`config.mk`:
```
export PLATFORM = sky130hd
export DESIGN_NAME = bme280_sequencer
export DESIGN_NICKNAME = d
export VERILOG_FILES = /design/src/rtl/bme280_sequencer.sv
export SDC_FILE = /design/constraint.sdc
export NUM_CORES = 1
export LEC_CHECK = 0
export ABC_AREA = 1
export CORE_UTILIZATION = 35
export DETAILED_ROUTE_END_ITERATION = 7
export DONT_BUFFER_PORTS = 1
export GPL_TIMING_DRIVEN = 0
export HOLD_SLACK_MARGIN = 0.03
export MAX_ROUTING_LAYER = met4
export SETUP_SLACK_MARGIN = 0.15
export SKIP_LAST_GASP = 1
export SYNTH_ARGS = -nofsm -noshare
export SYNTH_HDL_FRONTEND = slang
export SYNTH_SLANG_ARGS = --single-unit
```
`constraint.sdc`:
```
create_clock -name clk -period 5.6 [get_ports clk]
set_clock_uncertainty 0.2 [all_clocks]
set_input_delay 1.68 -clock clk [delete_from_list [all_inputs] [get_ports clk]]
set_output_delay 1.68 -clock clk [all_outputs]
set_load 0.05 [all_outputs]
```
`src/rtl/bme280_sequencer.sv`:
```
// BME280 forced-mode measurement sequencer.
// Drives an i2c_master one transaction at a time. It writes ctrl_hum and then
// ctrl_meas, waits for the conversion, and reads 0xF7..0xFE byte by byte.
// It publishes the raw pressure, temperature and humidity words together with a
// single-cycle done pulse.
// All outputs are registered from the current state, so each output shows the
// state of the previous cycle.
module bme280_sequencer #(
  parameter logic [6:0] SLAVE_ADDR    = 7'h76,
  parameter logic [7:0] CTRL_HUM_VAL  = 8'h01,
  parameter logic [7:0] CTRL_MEAS_VAL = 8'h25,
  parameter int         TXN_CYCLES    = 128,
  parameter int         CONV_CYCLES   = 1000000
) (
  input  logic        clk,
  input  logic        rst,
  input  logic        start,
  output logic        busy,
  output logic        done,
  output logic        i2c_en,
  output logic [6:0]  i2c_slave_address,
  output logic        i2c_read_write,
  output logic [7:0]  i2c_register_address,
  output logic [7:0]  i2c_data,
  input  logic [7:0]  i2c_rdata,
  output logic [19:0] press_raw,
  output logic [19:0] temp_raw,
  output logic [15:0] hum_raw
);

  localparam int CNT_MAX = (TXN_CYCLES > CONV_CYCLES) ? TXN_CYCLES : CONV_CYCLES;
  localparam int CNT_W   = $clog2(CNT_MAX + 1);
  localparam logic [CNT_W-1:0] TXN_LAST  = CNT_W'(TXN_CYCLES - 1);
  localparam logic [CNT_W-1:0] CONV_LAST = CNT_W'(CONV_CYCLES - 1);

  typedef enum logic [3:0] {
    IDLE          = 4'd0,
    WR_HUM_ISSUE  = 4'd1,
    WR_HUM_WAIT   = 4'd2,
    WR_MEAS_ISSUE = 4'd3,
    WR_MEAS_WAIT  = 4'd4,
    CONV_WAIT     = 4'd5,
    RD_ISSUE      = 4'd6,
    RD_WAIT       = 4'd7,
    DONE          = 4'd8
  } state_t;

  state_t           state_r;
  state_t           state_next_s;
  logic [CNT_W-1:0] cnt_r;
  logic [2:0]       idx_r;
  logic             capture_s;
  logic [7:0]       buf_r [8];

  // State register.
  always_ff @(posedge clk or posedge rst) begin
    if (rst) begin
      state_r <= IDLE;
    end else begin
      state_r <= state_next_s;
    end
  end

  // Next-state logic and the read-capture strobe.
  always_comb begin
    state_next_s = state_r;
    capture_s    = 1'b0;
    case (state_r)
      IDLE: begin
        if (start) begin
          state_next_s = WR_HUM_ISSUE;
        end else begin
          state_next_s = IDLE;
        end
      end
      WR_HUM_ISSUE:  state_next_s = WR_HUM_WAIT;
      WR_HUM_WAIT: begin
        if (cnt_r == TXN_LAST) begin
          state_next_s = WR_MEAS_ISSUE;
        end else begin
          state_next_s = WR_HUM_WAIT;
        end
      end
      WR_MEAS_ISSUE: state_next_s = WR_MEAS_WAIT;
      WR_MEAS_WAIT: begin
        if (cnt_r == TXN_LAST) begin
          state_next_s = CONV_WAIT;
        end else begin
          state_next_s = WR_MEAS_WAIT;
        end
      end
      CONV_WAIT: begin
        if (cnt_r == CONV_LAST) begin
          state_next_s = RD_ISSUE;
        end else begin
          state_next_s = CONV_WAIT;
        end
      end
      RD_ISSUE:      state_next_s = RD_WAIT;
      RD_WAIT: begin
        if (cnt_r == TXN_LAST) begin
          capture_s = 1'b1;
          if (idx_r == 3'd7) begin
            state_next_s = DONE;
          end else begin
            state_next_s = RD_ISSUE;
          end
        end else begin
          state_next_s = RD_WAIT;
        end
      end
      DONE:          state_next_s = IDLE;
      default:       state_next_s = IDLE;
    endcase
  end

  // Per-state cycle counter. It clears on every state change and stays at zero in IDLE.
  always_ff @(posedge clk or posedge rst) begin
    if (rst) begin
      cnt_r <= '0;
    end else if ((state_next_s != state_r) || (state_r == IDLE)) begin
      cnt_r <= '0;
    end else begin
      cnt_r <= cnt_r + 1'b1;
    end
  end

  // Read byte index and byte buffer. i2c_rdata is only looked at on the capture strobe.
  always_ff @(posedge clk or posedge rst) begin
    if (rst) begin
      idx_r <= 3'd0;
      for (int i = 0; i < 8; i++) begin
        buf_r[i] <= 8'h00;
      end
    end else if ((state_r == IDLE) && start) begin
      idx_r <= 3'd0;
    end else if (capture_s) begin
      buf_r[idx_r] <= i2c_rdata;
      idx_r        <= idx_r + 3'd1;
    end else begin
      idx_r <= idx_r;
    end
  end

  // I2C request bus. It loads on ISSUE states and otherwise holds, so it stays stable through WAIT.
  always_ff @(posedge clk or posedge rst) begin
    if (rst) begin
      i2c_en               <= 1'b0;
      i2c_slave_address    <= SLAVE_ADDR;
      i2c_read_write       <= 1'b0;
      i2c_register_address <= 8'h00;
      i2c_data             <= 8'h00;
    end else begin
      i2c_en            <= (state_r == WR_HUM_ISSUE) || (state_r == WR_MEAS_ISSUE) ||
                           (state_r == RD_ISSUE);
      i2c_slave_address <= SLAVE_ADDR;
      case (state_r)
        WR_HUM_ISSUE: begin
          i2c_read_write       <= 1'b0;
          i2c_register_address <= 8'hF2;
          i2c_data             <= CTRL_HUM_VAL;
        end
        WR_MEAS_ISSUE: begin
          i2c_read_write       <= 1'b0;
          i2c_register_address <= 8'hF4;
          i2c_data             <= CTRL_MEAS_VAL;
        end
        RD_ISSUE: begin
          i2c_read_write       <= 1'b1;
          i2c_register_address <= 8'hF7 + {5'd0, idx_r};
          i2c_data             <= 8'h00;
        end
        default: begin
          i2c_read_write       <= i2c_read_write;
          i2c_register_address <= i2c_register_address;
          i2c_data             <= i2c_data;
        end
      endcase
    end
  end

  // Status flags and raw results. Results change only in the DONE cycle, and the low nibbles of 0xF9/0xFC are dropped.
  always_ff @(posedge clk or posedge rst) begin
    if (rst) begin
      busy      <= 1'b0;
      done      <= 1'b0;
      press_raw <= 20'h0;
      temp_raw  <= 20'h0;
      hum_raw   <= 16'h0;
    end else begin
      busy <= (state_r != IDLE) && (state_r != DONE);
      done <= (state_r == DONE);
      if (state_r == DONE) begin
        press_raw <= {buf_r[0], buf_r[1], buf_r[2][7:4]};
        temp_raw  <= {buf_r[3], buf_r[4], buf_r[5][7:4]};
        hum_raw   <= {buf_r[6], buf_r[7]};
      end else begin
        press_raw <= press_raw;
        temp_raw  <= temp_raw;
        hum_raw   <= hum_raw;
      end
    end
  end

endmodule

```
==> run metrics <==
YS warnings 0; Worst-path clk slew 60 ps; fraction of registers with async set/reset 100%; hold crit path type reg -> reg; Mapped Area between 6000 and 7000 µm²; CTS tree yes; status finished clean; Final Cycle Share around 58%; worst reg2reg path startpoint state_r[1]; gr usage total 16.7%; launch point of the worst path i2c_data[2]; Clock power frac around 52%; sw frac approximately 22%; Fin. Hold Viols 0; PD cells approximately 330 nW/µm²; max_cap viols 0; Top FF cell, synth dfrtp_1; crit start category flip-flop; Post-synth EDFFs 0; worst-path cell chain buf_4; Worst path max stage delay 670 ps; I/O Buffers 0; CTS Sinks 150; core area 17,400 µm²; antenna viol nets, final 0; Combinational Power Share 2.6%; Syn-to-layout area delta 16.8%; worst path required time 3720 ps; Avg Cell Area, Syn about 9 µm²; WS Path Type reg -> out; number of synthesized register bits 150; family with the most delay on the worst path flip-flops; WL final between 10,000 and 15,000 µm; Ant. Diodes 0; unrepaired setup endpoints after global routing false; Total Neg Setup Slack 0 ps; initial antenna violation count 0; share of layout cells above drive strength 1 11.3%; GP Congestion 0.833; post-CTS setup buffers 0; Die Ht between 100 and 150 µm; min Tclk post-route roughly 3300 ps; Max clock buf depth 2; H-tree levels 4; total gr overflow 0; first-pass GRT wire length 22,500 µm; Core Util, Final 42.1%; endpoints failing setup 0; CP Capture Type output pin; Critical path buffers and inverters 1; Synth Instances 707; Leak 3.77 nW; DR pass1 iterations 4; FMAX around 310 MHz; Slowest cell on crit path dfrtp_1; # IOs 94; Worst Path Max Fanout 3; WP data arrival 1390 ps; row cnt 48; vias in the first global route 4,279; post-DR wirelength/cell 14.0 µm; clock root buffer clkbuf_16; die area 18,500 µm²; hold buffers post-CTS 0; Min-Delay Startpoint cnt_r[0]; die width 136 µm; CTS Buf Count 17; WHS 256 ps; via count approximately 4,500; Worst Max-Slew Pin Slew 535 ps; count of cell types in the netlist 31; Slew Limit Fails 0; Slew HR roughly 64%; Seq/Total Area, Yosys 59.8%; post-CTS sizing 0; part of the power in registers 45.4%; internal power 1.86 mW; clk_lat worst skew ~430 ps; HPWL Detailed 9710 µm; largest net degree at the start of global routing 40; Vias/cell 4.62; # DRC 0; DRT iter0 DRCs 247; Initial Utilization between 30 and 40%; Nets 755; switching pwr 532 µW; Max VDD drop roughly 0.00018 V
==> sequential cells by signal, indices dropped and copies added (netlist names) <==
| register | count |
|---|---|
| press_raw | 20 |
| cnt_r | 20 |
| buf_r | 56 |
| temp_raw | 20 |
| i2c_register_address | 5 |
| hum_raw | 16 |
| done | 1 |
| i2c_en | 1 |
| i2c_read_write | 1 |
| busy | 1 |
| state_r | 4 |
| i2c_data | 2 |
| idx_r | 3 |
==> path summary, 6_finish.rpt <==
kind / cells past startpoint / slack [ps] / end
min reg2reg: 1 / 260 / cnt_r[0]
min: 1 / 260 / cnt_r[0]
max in group asynchronous: 3 / 3540 / buf_r[6]
min in group asynchronous: 1 / 910 / busy
max reg2reg: 7 / 3270 / press_raw[3]
max: 1 / 2330 / i2c_data[5]
==> power groups by stage <==
stage | sequential, mW | clock [mW] | combinational [mW]
3_5_place_dp | 1.10 | 0 | 0.0639
4_1_cts | 1.08 | 1.27 | 0.0637
3_3_place_gp | 1.10 | 0 | 0.0569
5_1_grt | 1.08 | 1.32 | 0.0691
6_report | 1.08 | 1.24 | 0.0615
2_1_floorplan | 1.10 | 0 | 0.0437
==> cells in the final DEF, fill, tap and decap left out, types with 2 or more instances in the layout <==
master,instances
clkbuf_1,10
nand2_1,284
conb_1,12
inv_1,34
clkbuf_16,17
o21ai_2,8
inv_2,3
a21oi_1,3
buf_6,2
buf_1,3
o21bai_1,2
dfrtp_1,150
buf_2,8
inv_8,2
nor2_2,3
inv_6,2
clkinv_4,4
bufinv_16,4
nor3_1,9
nand4_1,10
clkinvlp_4,2
ha_1,4
o21ai_0,44
buf_12,4
buf_4,16
nand3_1,22
nand2_2,5
xnor2_1,4
nor2_1,60
xor2_1,13
==> synthesized netlist by cell type (2+ instances only) <==
cell / instances / area [µm²]
o21bai_1: 2 / 15.0
nand2_1: 284 / 1070
dfrtp_1: 150 / 3750
o21ai_0: 44 / 220
nor2_1: 60 / 225
xor2_1: 13 / 114
xnor2_1: 4 / 35.0
nor3_1: 9 / 45.0
nand2_2: 5 / 31.3
nor2_2: 3 / 18.8
o21ai_2: 8 / 70.1
inv_1: 35 / 131
buf_1: 3 / 11.3
nand4_1: 10 / 62.6
conb_1: 2 / 7.51
buf_4: 16 / 120
buf_2: 8 / 40.0
ha_1: 4 / 50.1
a21oi_1: 3 / 15.0
buf_6: 2 / 22.5
nand3_1: 22 / 110
inv_2: 3 / 11.3
clkbuf_1: 9 / 33.8
==> cell families after synthesis <==
family / after synthesis / share of synthesized area (%)
flops: 150 / 59.8
buf+inv: 76 / 5.90
xor+xnor: 17 / 2.37
simple gates: 398 / 25.6
other cells: 2 / 0.120
fa+ha+maj: 4 / 0.798
compound gates: 60 / 5.40
==> per-layer routing <==
| layer | part of all wire [%] | vias up | GRT usage [%] |
|---|---|---|---|
| li1 | - | 2251 | - |
| met1 | 49 | 2148 | 22.4 |
| met2 | 44 | 97 | 23.8 |
| met3 | 5.4 | 19 | 4.66 |
| met4 | 1.6 | 0 | 6.30 |
| met5 | 0 | - | - |
==> metrics by stage <==
step	power, mW	cells	worst slack (ps)	area (µm²)
2_1_floorplan	1.15	717	1830	6310
3_3_place_gp	1.16	942	909	6600
3_5_place_dp	1.17	946	2680	6680
4_1_cts	2.42	978	2300	7320
5_1_grt	2.47	978	2260	7320
6_report	2.39	978	2330	7320
==> final cells by class <==
type	instances	area [µm²]
sequential	150	3750
fill	1727	10100
inverter	38	146
timing repair buffer	4	80.1
tap	225	282
clock inverter	14	219
multi-input combinational	491	2190
clock buffer	18	429
buffer	38	228
==> worst reg2reg max path, stage by stage (launching register included) <==
cell	delay (ps)
dfrtp_1	440
nor2_1	220
nand2_1	140
nor2_1	300
buf_2	300
buf_1	450
nand2_1	120
nand2_1	90
No activity file was read; power rests on OpenSTA's default activity.
